**src/rtl/dmem_arbiter_if.sv**
```systemverilog
`default_nettype none
// =====================================================================
// dmem_arbiter_if : requester-side and memory-side bus of dmem_arbiter
// Revision: 1.0
// =====================================================================
interface dmem_arbiter_if #(
  parameter int NUM_MASTERS = 2,
  parameter int ADDR_W      = 32,
  parameter int DATA_W      = 32
);
  logic [NUM_MASTERS-1:0]        req;
  logic [NUM_MASTERS-1:0]        lock;
  logic [NUM_MASTERS-1:0]        wen_m;
  logic [NUM_MASTERS*ADDR_W-1:0] addr_m;
  logic [NUM_MASTERS*DATA_W-1:0] wdata_m;
  logic [NUM_MASTERS-1:0]        gnt;
  logic [NUM_MASTERS-1:0]        rvalid;
  logic [DATA_W-1:0]             rdata_m;
  logic [ADDR_W-1:0]             addr_d;
  logic                          wen;
  logic [DATA_W-1:0]             wdata;
  logic [DATA_W-1:0]             rdata;

  // Arbiter side
  modport slave (
    input  req, lock, wen_m, addr_m, wdata_m, rdata,
    output gnt, rvalid, rdata_m, addr_d, wen, wdata
  );

  // Requester/memory-model side
  modport master (
    output req, lock, wen_m, addr_m, wdata_m, rdata,
    input  gnt, rvalid, rdata_m, addr_d, wen, wdata
  );
endinterface
`default_nettype wire

```
**src/rtl/dmem_arbiter.sv**
```systemverilog
`default_nettype none
// =====================================================================
// dmem_arbiter : N-master round-robin arbiter for the data-memory port.
// Optional macro DMEM_ARB_PRIO0_EN gives master 0 absolute priority.
// Revision: 1.0
// =====================================================================
module dmem_arbiter #(
  parameter int NUM_MASTERS = 2,
  parameter int ADDR_W      = 32,
  parameter int DATA_W      = 32,
  parameter int MAX_HOLD    = 4
) (
  input  wire logic     clk,
  input  wire logic     rst_n,
  dmem_arbiter_if.slave bus
);

  localparam int c_idx_w  = (NUM_MASTERS > 1) ? $clog2(NUM_MASTERS) : 1;
  localparam int c_hold_w = $clog2(MAX_HOLD + 1);
  localparam logic [c_hold_w-1:0] c_hold_last = c_hold_w'(MAX_HOLD - 1);
  localparam logic [c_idx_w-1:0]  c_last_rst  = c_idx_w'(NUM_MASTERS - 1);

  typedef enum logic [0:0] {
    S_IDLE = 1'b0,
    S_OWN  = 1'b1
  } state_t;

  state_t               r_state;
  state_t               w_state_nxt;
  logic [c_idx_w-1:0]   r_owner;
  logic [c_idx_w-1:0]   w_owner_nxt;
  logic [c_idx_w-1:0]   r_last;
  logic [c_idx_w-1:0]   w_last_nxt;
  logic [c_hold_w-1:0]  r_hold_cnt;
  logic [c_hold_w-1:0]  w_hold_nxt;

  logic [c_idx_w-1:0]   w_sel;
  logic [c_idx_w-1:0]   w_cand;
  logic                 w_sel_found;
  logic                 w_any_req;
  logic                 w_beat;
  logic                 w_release;

  logic [ADDR_W-1:0]    w_addr_arr  [NUM_MASTERS];
  logic [DATA_W-1:0]    w_wdata_arr [NUM_MASTERS];

  generate
    for (genvar gi = 0; gi < NUM_MASTERS; gi++) begin : g_unpack
      assign w_addr_arr[gi]  = bus.addr_m[gi*ADDR_W +: ADDR_W];
      assign w_wdata_arr[gi] = bus.wdata_m[gi*DATA_W +: DATA_W];
    end
  endgenerate

  assign w_any_req = |bus.req;

  // Round-robin search beginning just after the last owner, wrapping to it.
  always_comb begin
    w_sel       = r_last;
    w_cand      = r_last;
    w_sel_found = 1'b0;
    for (int k = 1; k <= NUM_MASTERS; k++) begin
      w_cand = c_idx_w'((int'(r_last) + k) % NUM_MASTERS);
      if (!w_sel_found && bus.req[w_cand]) begin
        w_sel       = w_cand;
        w_sel_found = 1'b1;
      end
    end
`ifdef DMEM_ARB_PRIO0_EN
    if (bus.req[0]) begin
      w_sel = '0;
    end
`endif
  end

  always_comb begin
    w_state_nxt = r_state;
    w_owner_nxt = r_owner;
    w_last_nxt  = r_last;
    w_hold_nxt  = r_hold_cnt;
    w_beat      = 1'b0;
    w_release   = 1'b0;
    case (r_state)
      S_IDLE: begin
        if (w_any_req) begin
          w_state_nxt = S_OWN;
          w_owner_nxt = w_sel;
          w_last_nxt  = w_sel;
          w_hold_nxt  = '0;
        end
      end
      S_OWN: begin
        w_beat    = bus.req[r_owner];
        w_release = !w_beat || !bus.lock[r_owner] ||
                    (w_beat && (r_hold_cnt == c_hold_last));
`ifdef DMEM_ARB_PRIO0_EN
        // An urgent master 0 cuts any other owner short after this beat.
        w_release = w_release || (bus.req[0] && (r_owner != '0));
`endif
        if (w_release) begin
          w_hold_nxt = '0;
          if (w_any_req) begin
            w_owner_nxt = w_sel;
            w_last_nxt  = w_sel;
          end else begin
            w_state_nxt = S_IDLE;
          end
        end else begin
          w_hold_nxt = r_hold_cnt + 1'b1;
        end
      end
      default: begin
        w_state_nxt = S_IDLE;
      end
    endcase
  end

  always_ff @(posedge clk or negedge rst_n) begin
    if (!rst_n) begin
      r_state    <= S_IDLE;
      r_owner    <= '0;
      r_last     <= c_last_rst;
      r_hold_cnt <= '0;
    end else begin
      r_state    <= w_state_nxt;
      r_owner    <= w_owner_nxt;
      r_last     <= w_last_nxt;
      r_hold_cnt <= w_hold_nxt;
    end
  end

  always_comb begin
    bus.gnt    = '0;
    bus.rvalid = '0;
    bus.wen    = 1'b0;
    bus.addr_d = '0;
    bus.wdata  = '0;
    if (r_state == S_OWN) begin
      bus.gnt[r_owner]    = 1'b1;
      bus.rvalid[r_owner] = bus.req[r_owner] & ~bus.wen_m[r_owner];
      bus.wen             = bus.wen_m[r_owner] & bus.req[r_owner];
      bus.addr_d          = w_addr_arr[r_owner];
      bus.wdata           = w_wdata_arr[r_owner];
    end
  end

  assign bus.rdata_m = bus.rdata;

endmodule
`default_nettype wire

```
**src/flat_wrapper.sv**
```systemverilog
// flat-port wrapper written by rule: the top's interface ports become plain ports
module dmem_arbiter_flat 
#(
  parameter int NUM_MASTERS = 2,
  parameter int ADDR_W      = 32,
  parameter int DATA_W      = 32,
  parameter int MAX_HOLD    = 4
)
  (clk, rst_n, bus_req, bus_lock, bus_wen_m, bus_addr_m, bus_wdata_m, bus_rdata, bus_gnt, bus_rvalid, bus_rdata_m, bus_addr_d, bus_wen, bus_wdata);
  dmem_arbiter_if #(.NUM_MASTERS(NUM_MASTERS), .ADDR_W(ADDR_W), .DATA_W(DATA_W)) bus_i ();
  input  wire logic clk;
  input  wire logic rst_n;
  input wire logic [$bits(bus_i.req)-1:0] bus_req;
  input wire logic [$bits(bus_i.lock)-1:0] bus_lock;
  input wire logic [$bits(bus_i.wen_m)-1:0] bus_wen_m;
  input wire logic [$bits(bus_i.addr_m)-1:0] bus_addr_m;
  input wire logic [$bits(bus_i.wdata_m)-1:0] bus_wdata_m;
  input wire logic [$bits(bus_i.rdata)-1:0] bus_rdata;
  output wire logic [$bits(bus_i.gnt)-1:0] bus_gnt;
  output wire logic [$bits(bus_i.rvalid)-1:0] bus_rvalid;
  output wire logic [$bits(bus_i.rdata_m)-1:0] bus_rdata_m;
  output wire logic [$bits(bus_i.addr_d)-1:0] bus_addr_d;
  output wire logic [$bits(bus_i.wen)-1:0] bus_wen;
  output wire logic [$bits(bus_i.wdata)-1:0] bus_wdata;
  assign bus_i.req = bus_req;
  assign bus_i.lock = bus_lock;
  assign bus_i.wen_m = bus_wen_m;
  assign bus_i.addr_m = bus_addr_m;
  assign bus_i.wdata_m = bus_wdata_m;
  assign bus_i.rdata = bus_rdata;
  assign bus_gnt = bus_i.gnt;
  assign bus_rvalid = bus_i.rvalid;
  assign bus_rdata_m = bus_i.rdata_m;
  assign bus_addr_d = bus_i.addr_d;
  assign bus_wen = bus_i.wen;
  assign bus_wdata = bus_i.wdata;
  dmem_arbiter #(.NUM_MASTERS(NUM_MASTERS), .ADDR_W(ADDR_W), .DATA_W(DATA_W), .MAX_HOLD(MAX_HOLD)) u_core (.clk(clk), .rst_n(rst_n), .bus(bus_i));
endmodule
```
**config.mk**
```make
export PLATFORM = sky130hd
export DESIGN_NAME = dmem_arbiter_flat
export DESIGN_NICKNAME = d
export VERILOG_FILES = /design/src/rtl/dmem_arbiter_if.sv /design/src/rtl/dmem_arbiter.sv /design/src/flat_wrapper.sv
export SDC_FILE = /design/constraint.sdc
export NUM_CORES = 1
export LEC_CHECK = 0
export ABC_AREA = 0
export CORE_AREA = 3 3 105 107
export DETAILED_ROUTE_END_ITERATION = 16
export DIE_AREA = 0 0 108 110
export GPL_TIMING_DRIVEN = 0
export PLACE_DENSITY_LB_ADDON = 0.12
export REMOVE_ABC_BUFFERS = 1
export SLEW_MARGIN = 20
export SYNTH_ARGS = -nofsm -noshare
export SYNTH_HDL_FRONTEND = slang
export SYNTH_SLANG_ARGS = --single-unit
```
**constraint.sdc**
```tcl
create_clock -name clk -period 4 [get_ports clk]
set_input_delay 0.4 -clock clk [delete_from_list [all_inputs] [get_ports clk]]
set_output_delay 0.4 -clock clk [all_outputs]
set_load 0.1 [all_outputs]
```
Word-level counts from Yosys, hierarchy flattened
Cells that the tools add are included.
{"block": "word_totals", "ff_bits": 6, "in_bits": 168}
{"block": "classes", "eq_ne": 3, "magnitude_cmp": 5, "reduce_logical": 9, "bitwise_logic": 6, "muxes": 38, "add_sub_neg": 3}
{"op": "two-way mux 32 bit", "n": 8}
{"op": "two-way mux 1 bit", "n": 21}
{"op": "less-than comparator 1 x 2 -> 1 bit (second input constant)", "n": 3}
{"op": "two-way mux 3 bit", "n": 2}
{"op": "case mux 1 bit (2 select lines)", "n": 3}
{"op": "case mux 3 bit (2 select lines)", "n": 1}
{"op": "two-way mux 2 bit", "n": 2}
{"op": "adder 3 x 1 -> 3 bit (second input constant)", "n": 1}
{"op": "== test 3 x 2 -> 1 bit (second input constant)", "n": 1}
{"op": "logical AND 1 bit", "n": 3}
{"op": "zero test 1 bit", "n": 3}
{"op": "adder 1 bit (second input constant)", "n": 2}
{"op": "bitwise AND 1 bit", "n": 2}
{"op": "bitwise AND 2 bit", "n": 1}
{"op": "greater-or-equal comparator 2 bit (second input constant)", "n": 1}
{"op": "logical OR 1 bit", "n": 2}
{"op": "!= test 2 x 1 -> 1 bit (second input constant)", "n": 1}
{"op": "!= test 2 bit (second input constant)", "n": 1}
{"op": "NOT 1 bit", "n": 2}
{"op": "NOT 1 -> 2 bit", "n": 1}
{"op": "OR reduction 2 bit", "n": 1}
{"op": "demux 1 bit (select 1 bit)", "n": 1}
{"op": "greater-or-equal comparator 1 bit (second input constant)", "n": 1}

Logic depth before layout (Yosys ltp)
Gate-level depths: netlist of run 1.
{"block": "depth", "depth_word": 10, "mapped_depth": 6, "mapped_depth_nobuf": 6}

Worst setup path before layout of run 1
Ideal clock, no wire load.
{"block": "synth_path", "kind": "reg-to-output", "startpoint": "register u_core.r_owner", "endpoint": "output port bus_rvalid[1]", "stages_incl_launch_ff": 5, "arrival_ns": 3.673, "path_buffers": 2, "required_ns": 3.600, "slack_ns": -0.073, "cell_sequence": "dfrtp_1 > buf_6 > buf_6 > and2_1 > nor3b_1"}
{"block": "synth_between", "elab_chain_cells": 6, "word_cells_on_any_way": 13, "cone_classes": "2 x order compare; 7 x mux; 3 x bitwise; 1 x reduce/logical"}
{"element": "from (decl)", "line": "dmem_arbiter.sv:30", "text": "logic [c_idx_w-1:0] r_owner;"}
{"element": "from (signal assigned)", "line": "dmem_arbiter.sv:125", "text": "r_owner <= w_owner_nxt;"}
{"element": "less-than comparator 1 x 2 -> 1 bit (not written as such) (tied with other cells)", "line": "dmem_arbiter.sv:139", "text": "bus.rvalid[r_owner] = bus.req[r_owner] & ~bus.wen_m[r_owner];"}
{"element": "logical AND 1 bit (not written as such) / two-way mux 1 bit (equally long branches)", "line": "dmem_arbiter.sv:139"}
{"element": "two-way mux 1 bit (not written as such) / NOT 1 bit (equally long branches)", "line": "dmem_arbiter.sv:139"}
{"element": "demux 1 bit (select 1 bit) / bitwise AND 1 bit (equally long branches)"}
{"element": "bitwise AND 2 bit (no source line) (*)"}
{"element": "two-way mux 2 bit (*)", "line": "dmem_arbiter.sv:137", "text": "if (r_state == S_OWN) begin"}
{"element": "to (decl)", "line": "flat_wrapper.sv:20", "text": "output wire logic [$bits(bus_i.rvalid)-1:0] bus_rvalid;"}
Mark *: on every way between the ends. The rest lies on a longest branch, timed or not. The select of a mux whose other input is x is not followed.

Worst setup path after layout of run 1
Ends and elaborated chain as after synthesis.

==> impl_metrics.json, run 1 <==
{
  "status": "finished clean",
  "rows": 37,
  "yosysSeqAreaShare_pct": 8.618,
  "dpl.hpwl_um": 6865,
  "syn_inst": 215,
  "final_util_pct": 36.32,
  "cts_root_buf": "clkbuf_8",
  "hold_viol_final": 0,
  "wl_um": 8237,
  "setup_viol": 0,
  "worst-path-stages": 4,
  "yosys_warnings": 0,
  "fin_skew_ns": 0.0008659,
  "vias": 2064,
  "power_density_nw_per_um2": 369.7,
  "slew_violations": 0,
  "core-area_um2": 10230,
  "grt_use_total_pct": 11.71,
  "die_x_um": 108,
  "grt_pass1_wl_um": 10770,
  "clkTransAtPathRegs_ns": 0.04,
  "p_leak_uw": 0.001477,
  "cp-start-kind": "flip-flop",
  "antenna_found_initial": 0,
  "r2r_slack_ns": 2.36,
  "crit_path_max_fanout": 40,
  "first_iter_violations": 61,
  "arrival_ns": 2.93,
  "fin_area_um2": 3716,
  "synth_top_family_by_area": "multiplexers",
  "fp.dieH_um": 110,
  "path_cells": "buf_12 > and2_1 > nor3b_1 > clkdlybuf4s50_1",
  "syn_to_final_growth_pct": 111.5,
  "rsz0062_at_grt": "no",
  "critPathTopFamily": "buffers and inverters",
  "ys_types": 29,
  "ant_nets": 0,
  "drc_errors": 0,
  "postCtsResizedCells": 0,
  "max_cap_violations": 0,
  "synthAdderAreaFrac_pct": 1.425,
  "finalCriticalPeriod_ns": 3.327,
  "num_io_pins": 269,
  "synth_flop_cell": "dfrtp_1",
  "reg2reg_depth": 3,
  "tightest_slew_ns": 1.024,
  "num_antenna_cells": 0,
  "clock_sinks": 6,
  "synth_area_um2": 1757,
  "cts_max_level": 1,
  "path_buf_inv": 2,
  "post-cts-setup-buffer-count": 0,
  "start_util_pct": 17.17,
  "crit_path_end": "bus_rvalid[1]",
  "cts_inserted_buffers": 3,
  "slew_headroom_pct": 31.54,
  "viasPerCell": 4.023,
  "grt.overflow.total": 0,
  "cts_tree": "built",
  "power_uw": 1374,
  "synthMuxAreaShare_pct": 37.32,
  "place_area_um2": 3671,
  "crit_start": "u_core.r_owner",
  "grt_pass1_vias": 1882,
  "dr.pass1.iters": 4,
  "dieArea_um2": 11880,
  "dp.cells": 509,
  "synth_seq_cells": 6,
  "async_reset_ff_share_pct": 100.0,
  "cpMaxStageDelayCell": "clkdlybuf4s50_1",
  "critPathCaptureType": "output pin",
  "grt_max_degree": 51,
  "synth_edf_count": 0,
  "worstReg2RegEnd": "u_core.r_hold_cnt[2]",
  "fin_nets": 548,
  "drive_gt1_share_pct": 2.387,
  "drt-wirelength-per-cell_um": 16.06,
  "gp_congestion": 0.6688,
  "timing.rr.start": "u_core.r_owner",
  "cpPeakStageDelay_ns": 1.18,
  "synthXorXnorAreaFrac_pct": 0,
  "hold_class": "in -> async",
  "crit_type": "reg -> out",
  "worstPathRequired_ns": 3.60,
  "timing.final.crit_share_pct": 83.18,
  "clock_path_buffers": 2,
  "whs_ns": 0.4363,
  "finalNonFillerCells": 513,
  "syn_avg_cell_area_um2": 8.171,
  "max_freq_mhz": 300.6,
  "synthSimpleGateAreaFrac_pct": 27.99,
  "ir_worst_vdd_uv": 216.6,
  "insertion_delay_ns": 0.22,
  "synth_compound_area_share_pct": 4.487,
  "io_buffers": 204,
  "cts-hold-fix-buffers": 0
}
[area by class of cell]
cell class | count | area [um^2]
clock buffer | 4 | 45.04
fill | 1064 | 6515
inverter | 3 | 11.26
multi-input combinational | 158 | 1251
sequential | 6 | 156.4
tap | 136 | 170.2
timing repair buffer | 206 | 2082
[kinds of logic after synthesis]
family | Yosys count
buf+inv | 51
compound gates | 12
simple gates | 79
fa+ha+maj | 2
flops | 6
mux | 65
[per-layer routing]
layer / routed length (um) / part of all wire [%] / GRT usage [%]
met5: 0 / 0 / 0.8929
met4: 0 / 0 / 0.5410
met3: 1263 / 15 / 7.222
met2: 3857 / 47 / 18.83
met1: 3116 / 38 / 13.99
[per-stage QoR]
| stage | worst slack, ns | TNS (ns) |
|---|---|---|
| global route | 0.5426 | 0 |
| CTS | 0.6047 | 0 |
| finish | 0.6729 | 0 |
| detailed placement | 0.8481 | 0 |
| global placement | -1.189 | -71.99 |
| floorplan | -1.943 | -21.06 |
[worst register-to-register path, delay by kind of cell, from the launching register on]
kind	cells	cell delay (ns)
flip-flops	1	0.84
AND/OR/NAND/NOR	1	0.27
AO/OA/AOI/OAI	2	0.40
[report_power, final]
group	internal [uW]	switching, uW	leakage [uW]
registers	70.6	38.2	0.0000722
logic	376	795	0.00138
clock network	68.6	26.2	0.0000228
[state kept, by name, indices dropped and copies added (netlist names)]
| signal | cells |
|---|---|
| u_core.r_hold_cnt | 3 |
| u_core.r_last | 1 |
| u_core.r_owner | 1 |
| u_core.r_state | 1 |
[worst min path at each step]
stage	end	slack, ns	depth (start not counted)
floorplan	u_core.r_hold_cnt[0]	0.10	0
global placement	u_core.r_last	0.51	2
detailed placement	u_core.r_last	0.52	2
CTS	u_core.r_hold_cnt[0]	0.44	1
global route	u_core.r_hold_cnt[0]	0.45	1
finish	u_core.r_hold_cnt[0]	0.44	1
[layout by cell type (no fill, tap or decap)]
cell type | netlist | layout
a21boi_1 | 2 | 2
a21oi_1 | 1 | 1
a31oi_1 | 2 | 2
and2_1 | 1 | 1
and2b_1 | 1 | 1
and3_1 | 1 | 1
and3b_1 | 2 | 2
buf_12 | 0 | 2
clkbuf_1 | 7 | 1
clkbuf_8 | 0 | 3
clkdlybuf4s50_1 | 0 | 204
dfrtp_1 | 5 | 3
dfrtp_2 | 0 | 1
dfrtp_4 | 0 | 1
dfstp_2 | 1 | 1
ha_1 | 2 | 2
inv_1 | 3 | 3
mux2_4 | 1 | 1
mux2i_1 | 64 | 64
nand2_1 | 3 | 3
nand2b_1 | 2 | 2
nand3_1 | 1 | 1
nand3b_1 | 1 | 1
nor2_1 | 1 | 1
nor2b_1 | 65 | 65
nor3b_1 | 1 | 1
o21a_1 | 1 | 1
o21ai_1 | 2 | 2
o21bai_1 | 1 | 1
o22ai_1 | 2 | 2
o32ai_1 | 1 | 1
[Yosys cell counts (all sizes together) (3+ instances only)]
library cell,number,share of area (%)
buf,41,18
clkbuf,7,1.5
dfrtp,5,7.1
inv,3,0.64
mux2i,64,36
nand2,3,0.64
nor2b,65,23
Note: power is estimated with default switching activity, not from simulation.
==> inputs of run 2 (changes only) <==
--- a/config.mk
+++ b/config.mk
@@ -6,9 +6,9 @@
 export NUM_CORES = 1
 export LEC_CHECK = 0
 export ABC_AREA = 0
-export CORE_AREA = 3 3 105 107
+export CORE_AREA = 3 3 104 106
 export DETAILED_ROUTE_END_ITERATION = 16
-export DIE_AREA = 0 0 108 110
+export DIE_AREA = 0 0 107 109
 export GPL_TIMING_DRIVEN = 0
 export PLACE_DENSITY_LB_ADDON = 0.12
 export REMOVE_ABC_BUFFERS = 1
==> constraint.sdc (replaced) <==
create_clock -name clk -period 2.7 [get_ports clk]
set_input_delay 0.27 -clock clk [delete_from_list [all_inputs] [get_ports clk]]
set_output_delay 0.27 -clock clk [all_outputs]
set_load 0.1 [all_outputs]
==> impl_metrics.json, run 2 (synthesized netlist as in run 1, its figures left out) <==
{
  "status": "finished clean",
  "worstPathRequired_ns": 2.43,
  "drive_gt1_share_pct": 12.20,
  "tightest_slew_ns": 0.9893,
  "cp-start-kind": "flip-flop",
  "insertion_delay_ns": 0.22,
  "regMostFlops": "u_core.r_hold_cnt",
  "viasPerCell": 4.086,
  "vias": 2084,
  "clock_path_buffers": 2,
  "drt-wirelength-per-cell_um": 15.64,
  "setup_ws_ns": 0.1438,
  "layout_common_cells": "135 x clkdlybuf4s50_1, 65 x nor2b_1, 64 x mux2i_1",
  "die_x_um": 107,
  "slew_violations": 0,
  "ir_worst_vdd_uv": 284.4,
  "fin_nets": 548,
  "p_leak_uw": 0.001588,
  "worstReg2RegEnd": "u_core.r_hold_cnt[1]",
  "whs_ns": 0.2954,
  "clock_sinks": 6,
  "grt_pass1_wl_um": 11210,
  "hold_viol_final": 0,
  "fp.dieH_um": 109,
  "clkTransAtPathRegs_ns": 0.04,
  "seq_area_um2": 156.4,
  "max_cap_violations": 0,
  "first_iter_violations": 100,
  "reg2reg_depth": 3,
  "num_antenna_cells": 0,
  "syn_to_final_growth_pct": 112.3,
  "core-area_um2": 9864,
  "ant_nets": 0,
  "dr.pass1.iters": 4,
  "dp_slack_ns": -0.2709,
  "cts_inserted_buffers": 3,
  "io_buffers": 204,
  "crit_start": "u_core.r_owner",
  "cts_max_level": 1,
  "final_util_pct": 37.81,
  "largest_reg_flops": 3,
  "max_freq_mhz": 391.2,
  "cts-hold-fix-buffers": 0,
  "power_density_nw_per_um2": 530.1,
  "grt_pass1_vias": 2053,
  "start_util_pct": 17.81,
  "dieArea_um2": 11660,
  "setup_viol": 0,
  "crit_path_max_fanout": 37,
  "arrival_ns": 2.29,
  "critPathCaptureType": "output pin",
  "rsz0062_at_grt": "no",
  "timing.rr.start": "u_core.r_owner",
  "grt.overflow.total": 0,
  "slew_headroom_pct": 34.31,
  "grt_use_total_pct": 12.09,
  "crit_path_end": "bus_rvalid[1]",
  "timing.final.crit_share_pct": 94.68,
  "antenna_found_initial": 0,
  "fin_skew_ns": 0.005004,
  "num-fill-cells": 1006,
  "power_uw": 1977,
  "cts_root_buf": "clkbuf_8",
  "num_io_pins": 269,
  "dpl.hpwl_um": 6535,
  "drc_errors": 0,
  "final_common_cell": "clkdlybuf4s50_1",
  "grt_max_degree": 41,
  "multiInputGateArea_um2": 1251,
  "rows": 36,
  "wl_um": 7977,
  "crit_type": "reg -> out",
  "post-cts-setup-buffer-count": 0,
  "gp_congestion": 0.7007,
  "cts_tree": "built",
  "r2r_slack_ns": 1.07,
  "hold_class": "in -> async",
  "finalCriticalPeriod_ns": 2.556
}
[run 2: through the flow]
stage	instances	instance area, um^2	setup TNS [ns]
2_1_floorplan	167	1414	-103.01
3_3_place_gp	504	3622	-158.05
3_5_place_dp	506	3675	-4.821
4_1_cts	510	3727	0
5_1_grt	510	3730	0
6_report	510	3730	0
[run 2: cell type report]
type | instances | area share, %
multi-input combinational | 158 | 33.55
clock buffer | 4 | 1.208
tap | 133 | 4.462
sequential | 6 | 4.193
timing repair buffer | 206 | 56.29
inverter | 3 | 0.3019
[run 2: critical path: stages, from the launching register on]
cell	delay, ns
dfrtp_4	0.81
buf_16	0.31
and2_1	0.17
nor3b_1	0.17
clkdlybuf4s15_2	0.58
[run 2: report_power, final]
part           internal, uW  switching (uW)  total [uW]
logic                   498            1180        1670
clock network           102            39.4         141
registers               105            56.8         161
[run 2: worst min path at each step]
stage,startpoint,endpoint,slack (ns),cells past startpoint
floorplan,rst_n,u_core.r_hold_cnt[0],-0.03,0
global route,rst_n,u_core.r_hold_cnt[0],0.32,1
CTS,rst_n,u_core.r_hold_cnt[2],0.30,1
detailed placement,u_core.r_last,u_core.r_last,0.53,2
global placement,u_core.r_last,u_core.r_last,0.51,2
finish,rst_n,u_core.r_hold_cnt[0],0.30,1
[run 2: routing by layer]
metal | GRT usage (%) | wire (um) | vias up
met5 | 2.232 | 0 | -
met4 | 1.279 | 40 | 0
met3 | 6.513 | 1229 | 2
met2 | 19.74 | 3568 | 162
met1 | 14.39 | 3139 | 907
li1 | - | - | 1013
[run 2: timing repair]
action,CTS,global route
gates resized for setup,143,1
setup endpoints to repair,68,1
hold endpoints to repair,0,0
pin swaps,0,0
==> inputs of run 3 (changes only) <==
--- a/config.mk
+++ b/config.mk
@@ -6,9 +6,9 @@
 export NUM_CORES = 1
 export LEC_CHECK = 0
 export ABC_AREA = 0
-export CORE_AREA = 3 3 104 106
+export CORE_AREA = 2 2 103 105
 export DETAILED_ROUTE_END_ITERATION = 16
-export DIE_AREA = 0 0 107 109
+export DIE_AREA = 0 0 105 107
 export GPL_TIMING_DRIVEN = 0
 export PLACE_DENSITY_LB_ADDON = 0.12
 export REMOVE_ABC_BUFFERS = 1
==> impl_metrics.json, run 3 (synthesized netlist as in run 1, its figures left out) <==
{
  "clock_sinks": 6,
  "max_freq_mhz": 394.2,
  "grt.overflow.total": 0,
  "top_layer": "met5",
  "tightest_slew_ns": 0.9960,
  "power.internal_uw": 716.1,
  "met3_wirelength_um": 1135,
  "power_density_nw_per_um2": 532.2,
  "fp.dieH_um": 107,
  "combPwrFrac_pct": 85.5,
  "power_switching_uw": 1283,
  "wl_met2_um": 3673,
  "first_iter_violations": 41,
  "io_buffers": 204,
  "grt_use_total_pct": 12.64,
  "worstPathRequired_ns": 2.43,
  "rsz0062_at_grt": "no",
  "critPathCaptureType": "output pin",
  "sw_frac_of_total_pct": 64.17,
  "num_io_pins": 269,
  "cts_max_level": 1,
  "crit_start": "u_core.r_state",
  "max_cap_violations": 0,
  "place_area_um2": 3679,
  "wl_met1_um": 2998,
  "fin_area_um2": 3756,
  "crit_type": "reg -> out",
  "clkTransAtPathRegs_ns": 0.04,
  "final_util_pct": 37.22,
  "vias": 2098,
  "grt_max_degree": 44,
  "rows": 37,
  "ant_nets": 0,
  "layout_common_cells": "135 x clkdlybuf4s50_1, 65 x nor2b_1, 64 x mux2i_1",
  "cts_root_buf": "clkbuf_8",
  "cp-start-kind": "flip-flop",
  "path_cells": "buf_12 > nor2b_1 > dlygate4sd2_1",
  "gp_congestion": 0.7079,
  "setup_ws_ns": 0.1634,
  "r2r_slack_ns": 0.98,
  "insertion_delay_ns": 0.23,
  "pwr-share-seq_pct": 7.1,
  "power_uw": 1999,
  "wl_um": 7903,
  "p_leak_uw": 0.001586,
  "hold_class": "in -> async",
  "dieArea_um2": 11240,
  "timing.rr.start": "u_core.r_owner",
  "crit_path_max_fanout": 38,
  "arrival_ns": 2.27,
  "dr.pass1.iters": 4,
  "num_antenna_cells": 0,
  "final_common_cell": "clkdlybuf4s50_1",
  "core-area_um2": 10090,
  "timing.final.crit_share_pct": 93.95,
  "dp_slack_ns": -0.2744,
  "status": "finished clean",
  "drt-wirelength-per-cell_um": 15.38,
  "start_util_pct": 17.41,
  "die_x_um": 105,
  "fin_nets": 549,
  "finalCriticalPeriod_ns": 2.537,
  "fin_skew_ns": 0.006933,
  "drc_errors": 0,
  "clock_path_buffers": 2,
  "viasPerCell": 4.082,
  "ir_worst_vdd_uv": 186.8,
  "setup_viol": 0,
  "cts-hold-fix-buffers": 0,
  "regMostFlops": "u_core.r_hold_cnt",
  "drive_gt1_share_pct": 12.96,
  "cpMaxStageDelayCell": "dlygate4sd2_1",
  "slew_violations": 0,
  "antenna_found_initial": 0,
  "slew_headroom_pct": 33.87,
  "grt_pass1_vias": 2085,
  "critPathTopFamily": "buffers and inverters",
  "cpPeakStageDelay_ns": 0.88,
  "cts_tree": "built",
  "whs_ns": 0.2830,
  "dpl.hpwl_um": 6400,
  "syn_to_final_growth_pct": 113.8,
  "grt_pass1_wl_um": 11320,
  "largest_reg_flops": 3,
  "hold_viol_final": 0,
  "power_frac_clock_pct": 7.4,
  "path_buf_inv": 2,
  "cts_inserted_buffers": 3
}
==> run 3: final cells by class <==
class	instances	area (um^2)
Fill cell	1096	6336
Timing Repair Buffer	207	2122
Multi-Input combinational cell	158	1251
Tap cell	136	170.2
Sequential cell	6	156.4
Clock buffer	4	45.04
Inverter	3	11.26
==> run 3: through the flow <==
stage	cells	TNS, ns
after floorplan	167	-103.01
after global placement	507	-156.18
after detailed placement	509	-3.631
after CTS	513	0
after global routing	514	0
final	514	0
==> run 3: path summary, 6_finish.rpt <==
kind                                         to  cells after the start
setup / recovery                     bus_gnt[0]                      3
hold / removal             u_core.r_hold_cnt[1]                      1
setup reg to reg                 u_core.r_owner                      5
hold reg to reg                   u_core.r_last                      2
max in group asynchronous         u_core.r_last                      1
min in group clk                  u_core.r_last                      2
==> run 3: repair_timing <==
item                                    4_1_cts  5_1_grt
buffers inserted                              0        1
cloned                                        0        0
resized for setup                           147        1
endpoints found under the setup margin       69        2
==> run 3: layer usage <==
metal	up-vias	GRT usage (%)
met4	2	2.476
met3	6	7.477
met2	160	20.50
met1	914	14.20
met5	-	2.857
li1	1016	-
==> run 3: power groups by stage <==
stage / registers [uW] / logic [uW] / clock network, uW
final: 142 / 1710 / 147
after global routing: 147 / 1780 / 158
after CTS: 158 / 1690 / 150
after floorplan: 179 / 1250 / 0
after detailed placement: 159 / 1750 / 0
after global placement: 212 / 1730 / 0
